<file path="config.mk">
export PLATFORM = sky130hd
export DESIGN_NAME = audio_i2s_tx
export DESIGN_NICKNAME = d
export VERILOG_FILES = /design/src/rtl/audio_eq_pkg.sv /design/src/rtl/audio_i2s_clkgen.sv /design/src/rtl/audio_i2s_tx.sv
export SDC_FILE = /design/constraint.sdc
export NUM_CORES = 1
export LEC_CHECK = 0
export CORE_MARGIN = 1
export CORE_UTILIZATION = 30
export CTS_BUF_LIST = sky130_fd_sc_hd__clkbuf_8
export CTS_CLUSTER_DIAMETER = 40
export DETAILED_ROUTE_END_ITERATION = 10
export DONT_BUFFER_PORTS = 1
export HOLD_SLACK_MARGIN = 0.15
export PLACE_DENSITY = 0.4
export SLEW_MARGIN = 30
export SYNTH_ARGS = -nofsm -noshare
export SYNTH_HDL_FRONTEND = slang
export SYNTH_HIERARCHICAL = 1
export SYNTH_SLANG_ARGS = --single-unit
</file>
<file path="constraint.sdc">
create_clock -name clk -period 3.53 [get_ports clk]
set_clock_uncertainty 0.05 [all_clocks]
set_input_delay 0.1765 -clock clk [delete_from_list [all_inputs] [get_ports clk]]
set_output_delay 0.1765 -clock clk [all_outputs]
set_load 0.03 [all_outputs]
</file>
<file path="src/rtl/audio_eq_pkg.sv">
// Constants and sample type shared by the equalizer FIR and the I2S output stage.
package audio_eq_pkg;
  localparam int SAMPLE_W = 24;
  localparam int SLOT_W   = 32;

  typedef logic signed [SAMPLE_W-1:0] sample_t;
endpackage

</file>
<file path="src/rtl/audio_i2s_clkgen.sv">
// I2S timing: BCLK divider, bit position counter, falling-edge and frame-start strobes.
// Strobes are combinational and mark the clk whose edge drops BCLK; no backpressure.
module audio_i2s_clkgen #(
  parameter int CLK_DIV = 4,
  parameter int SLOT_W  = 32
) (
  input  logic                          clk,
  input  logic                          rst,
  output logic                          o_bclk,
  output logic                          o_fall,
  output logic                          o_load,
  output logic [$clog2(2*SLOT_W)-1:0]   o_bit_nxt
);
  localparam int DIV_W = $clog2(CLK_DIV);
  localparam int BIT_W = $clog2(2*SLOT_W);
  localparam logic [BIT_W-1:0] BIT_LAST = BIT_W'(2*SLOT_W-1);

  logic [DIV_W-1:0] r_div_cnt;
  logic [BIT_W-1:0] r_bit_cnt;
  logic             r_bclk;
  logic             w_tc;

  assign w_tc      = (r_div_cnt == DIV_W'(CLK_DIV-1));
  assign o_bclk    = r_bclk;
  assign o_fall    = w_tc & r_bclk;
  assign o_load    = o_fall & (r_bit_cnt == BIT_LAST);
  assign o_bit_nxt = (r_bit_cnt == BIT_LAST) ? '0 : r_bit_cnt + 1'b1;

  // bit_cnt resets to its last value so the first falling edge starts a frame
  always_ff @(posedge clk or posedge rst) begin
    if (rst) begin
      r_div_cnt <= '0;
      r_bclk    <= 1'b0;
      r_bit_cnt <= BIT_LAST;
    end else begin
      r_div_cnt <= w_tc ? '0 : r_div_cnt + 1'b1;
      if (w_tc)   r_bclk    <= ~r_bclk;
      if (o_fall) r_bit_cnt <= o_bit_nxt;
    end
  end
endmodule

</file>
<file path="src/rtl/audio_i2s_tx.sv">
// Stereo sample pair -> Philips I2S serializer with a one-frame holding register.
// Accept-to-MSB is one BCLK after the next frame load; in_ready stays low while a pair is held.
module audio_i2s_tx #(
  parameter int CLK_DIV  = 4,
  parameter int SAMPLE_W = audio_eq_pkg::SAMPLE_W,
  parameter int SLOT_W   = audio_eq_pkg::SLOT_W
) (
  input  logic                       clk,
  input  logic                       reset,
  input  logic signed [SAMPLE_W-1:0] sample_l,
  input  logic signed [SAMPLE_W-1:0] sample_r,
  input  logic                       in_valid,
  output logic                       in_ready,
  output logic                       i2s_bclk,
  output logic                       i2s_lrck,
  output logic                       i2s_sdata,
  output logic                       underrun
);
  localparam int BIT_W = $clog2(2*SLOT_W);
  localparam int IDX_W = $clog2(SAMPLE_W);

  logic signed [SAMPLE_W-1:0] r_hold_l, r_hold_r, r_frm_l, r_frm_r;
  logic                       r_hold_full, r_lrck, r_sdata, r_underrun;
  logic                       w_fall, w_load, w_accept, w_lrck_nxt, w_sdata_nxt;
  logic [BIT_W-1:0]           w_bit_nxt, w_pos;
  logic [IDX_W-1:0]           w_idx;
  logic signed [SAMPLE_W-1:0] w_word;

  audio_i2s_clkgen #(.CLK_DIV(CLK_DIV), .SLOT_W(SLOT_W)) u_clkgen (
    .clk       (clk),
    .rst       (reset),
    .o_bclk    (i2s_bclk),
    .o_fall    (w_fall),
    .o_load    (w_load),
    .o_bit_nxt (w_bit_nxt)
  );

  assign in_ready  = ~r_hold_full;
  assign w_accept  = in_valid & ~r_hold_full;
  assign i2s_lrck  = r_lrck;
  assign i2s_sdata = r_sdata;
  assign underrun  = r_underrun;

  // Data for the slot position being entered; p=0 is the Philips one-BCLK delay bit
  always_comb begin
    w_lrck_nxt  = (w_bit_nxt >= BIT_W'(SLOT_W));
    w_pos       = w_lrck_nxt ? w_bit_nxt - BIT_W'(SLOT_W) : w_bit_nxt;
    w_word      = w_lrck_nxt ? r_frm_r : r_frm_l;
    w_idx       = IDX_W'(SAMPLE_W) - w_pos[IDX_W-1:0];
    w_sdata_nxt = 1'b0;
    if ((w_pos != '0) && (w_pos <= BIT_W'(SAMPLE_W)))
      w_sdata_nxt = w_word[w_idx];
  end

  always_ff @(posedge clk or posedge reset) begin
    if (reset) begin
      r_hold_l    <= '0;
      r_hold_r    <= '0;
      r_hold_full <= 1'b0;
      r_frm_l     <= '0;
      r_frm_r     <= '0;
      r_lrck      <= 1'b0;
      r_sdata     <= 1'b0;
      r_underrun  <= 1'b0;
    end else begin
      if (w_accept) begin
        r_hold_l <= sample_l;
        r_hold_r <= sample_r;
      end
      r_hold_full <= w_accept | (r_hold_full & ~w_load);
      if (w_load) begin
        r_frm_l <= r_hold_full ? r_hold_l : '0;
        r_frm_r <= r_hold_full ? r_hold_r : '0;
      end
      r_underrun <= w_load & ~r_hold_full;
      if (w_fall) begin
        r_lrck  <= w_lrck_nxt;
        r_sdata <= w_sdata_nxt;
      end
    end
  end
endmodule

</file>
## Yosys cells after proc, flatten, opt, wreduce, memory -nomap -nowiden

Cells that the tools add are included.

- Logic and storage cells: 40
- Memories kept: 0
- Register bits after elaboration: 109
- Input bits: 51
- Memory bits (writable): 0
- Latch bits: 0
- Output and inout port bits: 5
- Memory bits (read-only): 0

- Multiply operators: 0
- Bitwise gates (word level): 9
- Add/subtract/negate cells: 4
- Equal/unequal tests: 2
- Div/mod/pow operators: 0
- Order comparisons: 3
- Reductions and logical operators: 2
- Shift-type cells: 0
- Multiplexer cells: 9

Operators with widths:

| kind | number |
|---|---|
| $mux W24 | 3 |
| $mux W6 | 2 |
| $add A6 B1 Y6 const B | 1 |
| $eq A6 B6 Y1 const B | 1 |
| $ge A6 B6 Y1 const B | 1 |
| $le A6 B5 Y1 const B | 1 |
| $lt A5 B6 Y1 const B | 1 |
| $reduce_bool A6 Y1 | 1 |
| $sub A6 B6 Y6 const B | 1 |
| $and A1 B1 Y1 | 5 |
| $bmux W1 S5 | 1 |
| $sub A5 B5 Y5 const A | 1 |
| $not A1 Y1 | 3 |
| $add A2 B1 Y2 const B | 1 |
| $eq A2 B2 Y1 const B | 1 |
| $mux W1 | 2 |
| $mux W2 | 1 |
| $logic_and A1 B1 Y1 | 1 |
| $or A1 B1 Y1 | 1 |

## Depth between registers and ports, before layout

- Word-level depth: 8
- Mapped depth: 15
- Depth with buffers taken out: 12

## Cells and area by module

The synthesis kept the hierarchy.

By module, submodules not included:

| module | times used | seq. area each (um2) | cells an instance | area each (um2) |
|---|---|---|---|---|
| audio_i2s_tx | 1 | 2,502.4 | 317 | 4,231.6 |
| audio_i2s_clkgen | 1 | 232.7 | 46 | 460.4 |

## Worst setup path before layout

OpenSTA, ideal clock, no wires.

- Path kind: register to register
- Start: register u_clkgen.r_bit_cnt[0]
- End: register r_sdata (netlist: i2s_sdata)
- Setup slack: 627 ps
- Path buffers: 4
- Clock period less this slack: 2,903 ps
- Cell stages (with the launch flop): 15
- Data arrival time: 2,729 ps
- Setup time: 124 ps
- Required time: 3,356 ps
- Cells stage by stage: dfstp_2 -> ha_1 -> nand2_1 -> nor2_1 -> nor2_1 -> buf_6 -> buf_2 -> inv_1 -> ha_1 -> buf_2 -> buf_2 -> and2_4 -> a2111oi_4 -> o31ai_1 -> o31a_1

- Cells in the longest elaborated chain, start to end: 8
- Elaborated cells on any way between the ends: 14
- Classes of those cells: 3 x add/sub; 2 x order compare; 1 x eq/ne; 6 x mux; 2 x reduce/logical

RTL lines:

| element | line | RTL |
|---|---|---|
| start, declared | audio_i2s_clkgen.sv:19 | `logic [BIT_W-1:0] r_bit_cnt;` |
| start signal, assigned | audio_i2s_clkgen.sv:38 | `if (o_fall) r_bit_cnt <= o_bit_nxt;` |
| $add A6 B1 Y6 / $eq A6 B6 Y1 (equally long branches) | audio_i2s_clkgen.sv:27 | `assign o_bit_nxt = (r_bit_cnt == BIT_LAST) ? '0 : r_bit_cnt + 1'b1;` |
| $mux W6 * | audio_i2s_clkgen.sv:27 |  |
| via w_bit_nxt[0] | audio_i2s_tx.sv:25 | `logic [BIT_W-1:0] w_bit_nxt, w_pos;` |
| $sub A6 B6 Y6 / $ge A6 B6 Y1 (equally long branches) | audio_i2s_tx.sv:47, audio_i2s_tx.sv:46 |  |
| $mux W6 | audio_i2s_tx.sv:47 | `w_pos = w_lrck_nxt ? w_bit_nxt - BIT_W'(SLOT_W) : w_bit_nxt;` |
| $sub A5 B5 Y5 | audio_i2s_tx.sv:49 | `w_idx = IDX_W'(SAMPLE_W) - w_pos[IDX_W-1:0];` |
| $bmux W1 S5 | audio_i2s_tx.sv:52 | `w_sdata_nxt = w_word[w_idx];` |
| $mux W1 (not written as such) | audio_i2s_tx.sv:52 |  |
| $mux W1 * | audio_i2s_tx.sv:51 | `if ((w_pos != '0) && (w_pos <= BIT_W'(SAMPLE_W)))` |
| end signal, assigned | audio_i2s_tx.sv:78 | `r_sdata <= w_sdata_nxt;` |
| end, declared | audio_i2s_tx.sv:23 | `logic r_hold_full, r_lrck, r_sdata, r_underrun;` |

Mark *: on every way through the listed nets, which the timed path passes. The rest lies on a longest branch. The select of a mux whose other input is x is not followed.
A chain may end at the register's enable or synchronous reset.

## Worst setup path after layout

Same ends and word-level chain as after synthesis.

==> results.txt <==
The flow ran to the end, and the final reports show no timing, DRC or antenna violations. The ratio of cells with drive above 1 in the final layout was 0.224; the detailed-router iteration count before antenna repair was 4. The number of levels the H-tree was split into is 3.

Root cell of the clock tree: sky130_fd_sc_hd__clkbuf_8. Peak fanout along the critical path: 11. The floorplan step defined a die boundary enclosing 16100 sq um. The fraction of the core area covered by cells at the end of the flow is 0.373. In this run the vertical extent of the chip is 127 um. Cell class contributing the biggest share of worst-path delay: compound AO/OA/AOI/OAI gates. In the final design database the tool counted 468 nets. The reported max-cap violation count is 0, and the count of final hold-check violations is 0. Setup violations remaining at the end of the flow were counted as 0. Port buffering added 0 buffers. Power spread over the standard cell area amounts to 474 nW/um^2. After the flow finishes, the layout carries non-filler instances totaling 630.

For this run, the slowest stage of the critical path takes 0.59 ns. Wires add up to 10400 um. For the final max-slew violation count, the log shows 0.

Setup repair after global routing left no endpoint under its margin. The worst setup path is captured at a flop. The DRC violation count after routing is 0, and the overall die width is 127 um. The endpoint required time on the critical path is 3.77 ns.

The min-delay analysis places its worst path in the category in -> async. The post-detailed-placement half-perimeter wirelength was 7060 um; the number of buffers inserted during clock tree synthesis was 9. The cell area after synthesis is 4690 sq um, and the largest vdd supply drop is 307 uV.

The run gives 109 as the number of sinks handled by clock tree synthesis. Worst max-slew margin expressed relative to the limit: 0.448. The class of the most critical setup path was reg -> reg.

The register area share after synthesis is 0.583. Among all flip-flop cells after synthesis, the most frequent one is sky130_fd_sc_hd__dfrtp_1. Walking the worst path, the cells encountered are ha_1 > nand2_1 > nor2_1 > nor2_1 > inv_1 > ha_1 > buf_4 > a2111oi_0 > a311oi_1 > nand4_1 > nand2_1 > o31a_1. The global-route wire length before repair is 17400 um.

TritonCTS built the clock tree. At the later pin of the worst-skew pair, clock insertion delay measures 0.38 ns. The Yosys step of the flow raised 6 warnings. The overall routing resource usage came out at 0.143. The run gives 3232 as the via count of the first global-routing pass. The detail route stage leaves a number of antenna-violating nets equal to 0. Arrival time at the worst endpoint: 3.29 ns. Relative to the synthesized area, the layout overhead comes to 21.3%.

The endpoint identified for the worst register-to-register timing path is i2s_sdata. The number of flops mapped to enable cells by yosys was 0; the pin count of the biggest net entering global routing was 72. The number of setup buffers added after CTS is 0. Total congestion overflow after global routing: 0. The tools report the final antenna diode count as 0. The worst setup path is launched from a flop. After technology mapping, the gate count stands at 363. The logs give 328 MHz for the fmax and 0 ns for the sum of negative setup slack. The routed layout has 2964 vias. The synthesized netlist contains 45 unique library cells. The proportion of register bits with asynchronous set or reset after synthesis is 1.00. The tools report the standby leakage power as 2.40 nW. The clock passes through at most 2 buffers. The startpoint identified for the worst register-to-register timing path is u_clkgen/r_bit_cnt[0]. Using the TritonRoute via totals, the vias-per-cell ratio works out to 4.70. In this run, synthesis produced a sequential element count of 109. The initial antenna violation count was 0; the cell depth of the worst flop-to-flop path was 12.

For the initial core utilization, the log shows 0.308. Post-synthesis average cell area: 12.9 sq um. For this design, the slowest cell found on the critical path is sky130_fd_sc_hd__dfstp_2. The number of buffer and inverter stages on the critical path was 2.

The ratio of final minimum period to clock period was 0.865; the post-CTS clock slew at the launch and capture registers of the worst setup and hold paths was 0.11 ns. Dividing the detail-routed wire length by the instance count gives 16.6 um. Pin placement for this block handled 56 I/O pins.

The number of placed instances, taps included, is 563. The run gives 0.747 as the routability congestion estimate from global placement. In this run the register-to-register setup slack is 0.48 ns.

For the core region area, the log shows 15300 sq um. The worst-margin pin slew was 0.826 ns. The final instance area is 5690 sq um.

The initialized floorplan defines 45 standard-cell rows. The worst path in the final design needs a cycle of 3.05 ns, including I/O delays and setup. The first routing iteration left 154 violations. The logs give 417 for the number of nets produced by synthesis and 4950 sq um for the instance area after placement.
## worst reg2reg max path: stages, from the launching register on
cell and delay [ns]:
sky130_fd_sc_hd__dfstp_2 0.59, sky130_fd_sc_hd__ha_1 0.28, sky130_fd_sc_hd__nand2_1 0.11, sky130_fd_sc_hd__nor2_1 0.22
sky130_fd_sc_hd__nor2_1 0.09, sky130_fd_sc_hd__inv_1 0.13, sky130_fd_sc_hd__ha_1 0.35, sky130_fd_sc_hd__buf_4 0.23
sky130_fd_sc_hd__a2111oi_0 0.41, sky130_fd_sc_hd__a311oi_1 0.09, sky130_fd_sc_hd__nand4_1 0.12, sky130_fd_sc_hd__nand2_1 0.06
sky130_fd_sc_hd__o31a_1 0.22
## through the flow
stage | total power [mW] | hold WS (ns) | setup slack (ns)
global route | 2.86 | 0.265 | 0.176
finish | 2.70 | 0.240 | 0.478
CTS | 2.76 | 0.204 | 0.441
global placement | 1.88 | 0.00735 | 0.594
detailed placement | 1.89 | 0.00478 | 0.441
floorplan | 1.79 | -0.0499 | 0.627
## registers in the layout, indices dropped and copies added (netlist names)
register and flops:
u_clkgen/r_div_cnt 2, underrun 1, r_frm_l 24, i2s_sdata 1, u_clkgen/r_bit_cnt 6, r_hold_full 1
i2s_lrck 1, u_clkgen/o_bclk 1, r_frm_r 24, r_hold_l 24, r_hold_r 24
## per-layer routing
metal | track usage | up-vias | wire, um
li1 | - | 1421 | -
met1 | 0.190 | 1488 | 4980
met2 | 0.226 | 45 | 4940
met3 | 0.0369 | 10 | 372
met4 | 0.0483 | 0 | 146
met5 | 0 | - | 0
## cell families after synthesis
| group | after synthesis | share of synthesized area |
|---|---|---|
| DFF | 109 | 0.583 |
| AOI/OAI and AO/OA | 74 | 0.131 |
| and+or+nand+nor | 68 | 0.0672 |
| muxes | 63 | 0.161 |
| buffers and inverters | 37 | 0.0328 |
| xor gates and xnor gates | 9 | 0.0168 |
| adders and majority gates | 3 | 0.00800 |
## report_power, final
part | total [mW] | leakage, nW | internal [mW] | switching, mW
clock | 0.801 | 0.112 | 0.357 | 0.445
sequential | 1.59 | 1.39 | 1.46 | 0.129
combinational | 0.307 | 0.900 | 0.209 | 0.0977
## layout by cell type, fill, tap and decap left out, types with 2 or more instances in the layout
cell type and count:
sky130_fd_sc_hd__dfrtp_1 103, sky130_fd_sc_hd__mux2_2 51, sky130_fd_sc_hd__dlygate4sd3_1 50, sky130_fd_sc_hd__nand2_1 35
sky130_fd_sc_hd__a22o_1 28, sky130_fd_sc_hd__inv_1 15, sky130_fd_sc_hd__o2bb2ai_1 13, sky130_fd_sc_hd__o21ai_0 10
sky130_fd_sc_hd__clkbuf_8 10, sky130_fd_sc_hd__buf_4 10, sky130_fd_sc_hd__mux2i_1 8, sky130_fd_sc_hd__nand3_1 6
sky130_fd_sc_hd__nor2_1 6, sky130_fd_sc_hd__dfstp_2 6, sky130_fd_sc_hd__xnor2_1 5, sky130_fd_sc_hd__o2111ai_1 4
sky130_fd_sc_hd__xor2_1 4, sky130_fd_sc_hd__mux4_1 3, sky130_fd_sc_hd__nor3_1 3, sky130_fd_sc_hd__nand4_1 3
sky130_fd_sc_hd__ha_1 3, sky130_fd_sc_hd__inv_6 2, sky130_fd_sc_hd__nor2b_1 2, sky130_fd_sc_hd__o211ai_1 2
sky130_fd_sc_hd__a311oi_1 2, sky130_fd_sc_hd__nand2b_1 2, sky130_fd_sc_hd__a31oi_1 2, sky130_fd_sc_hd__o2111a_1 2
sky130_fd_sc_hd__o311ai_0 2, sky130_fd_sc_hd__o31a_1 2, sky130_fd_sc_hd__o31ai_1 2, sky130_fd_sc_hd__inv_8 2
sky130_fd_sc_hd__or3_1 2
## synthesized netlist by cell type, types with 3 or more instances
cell type | number | share of area
sky130_fd_sc_hd__dfrtp_1 | 103 | 0.55
sky130_fd_sc_hd__mux2_2 | 51 | 0.12
sky130_fd_sc_hd__nand2_1 | 35 | 0.028
sky130_fd_sc_hd__a22o_1 | 28 | 0.052
sky130_fd_sc_hd__inv_1 | 15 | 0.012
sky130_fd_sc_hd__clkbuf_1 | 13 | 0.010
sky130_fd_sc_hd__o2bb2ai_1 | 13 | 0.024
sky130_fd_sc_hd__o21ai_0 | 10 | 0.011
sky130_fd_sc_hd__mux2i_1 | 8 | 0.017
sky130_fd_sc_hd__nor2_1 | 7 | 0.0056
sky130_fd_sc_hd__buf_2 | 6 | 0.0064
sky130_fd_sc_hd__dfstp_2 | 6 | 0.034
sky130_fd_sc_hd__nand3_1 | 6 | 0.0064
sky130_fd_sc_hd__xnor2_1 | 5 | 0.0093
sky130_fd_sc_hd__nor3_1 | 4 | 0.0043
sky130_fd_sc_hd__o2111ai_1 | 4 | 0.0075
sky130_fd_sc_hd__xor2_1 | 4 | 0.0075
sky130_fd_sc_hd__ha_1 | 3 | 0.0080
sky130_fd_sc_hd__mux4_1 | 3 | 0.017
sky130_fd_sc_hd__nand4_1 | 3 | 0.0040
sky130_fd_sc_hd__nor2b_1 | 3 | 0.0040
## worst max-delay path by stage
stage,endpoint,slack (ns),cells after the start,startpoint
floorplan,i2s_sdata,0.63,14,u_clkgen/r_bit_cnt[0]
global placement,i2s_sdata,0.59,12,u_clkgen/r_bit_cnt[0]
detailed placement,i2s_sdata,0.44,12,u_clkgen/r_bit_cnt[0]
CTS,i2s_sdata,0.44,12,u_clkgen/r_bit_cnt[0]
global route,i2s_sdata,0.18,12,u_clkgen/r_bit_cnt[0]
finish,i2s_sdata,0.48,12,u_clkgen/r_bit_cnt[0]
## final cells by class
class,count,area [sq um]
inverter,16,65.1
clock inverter,6,70.1
tap,211,264
multi-input combinational,217,1820
fill,1497,9570
timing repair buffer,61,603
clock buffer,10,138
sequential,109,2740
## timing repair
action,4_1_cts,5_1_grt
setup endpoints to repair,0,0
hold buffers,49,1
gates resized for setup,0,0
endpoints found under the hold margin,126,8
No activity file was read; power rests on OpenSTA's default activity.
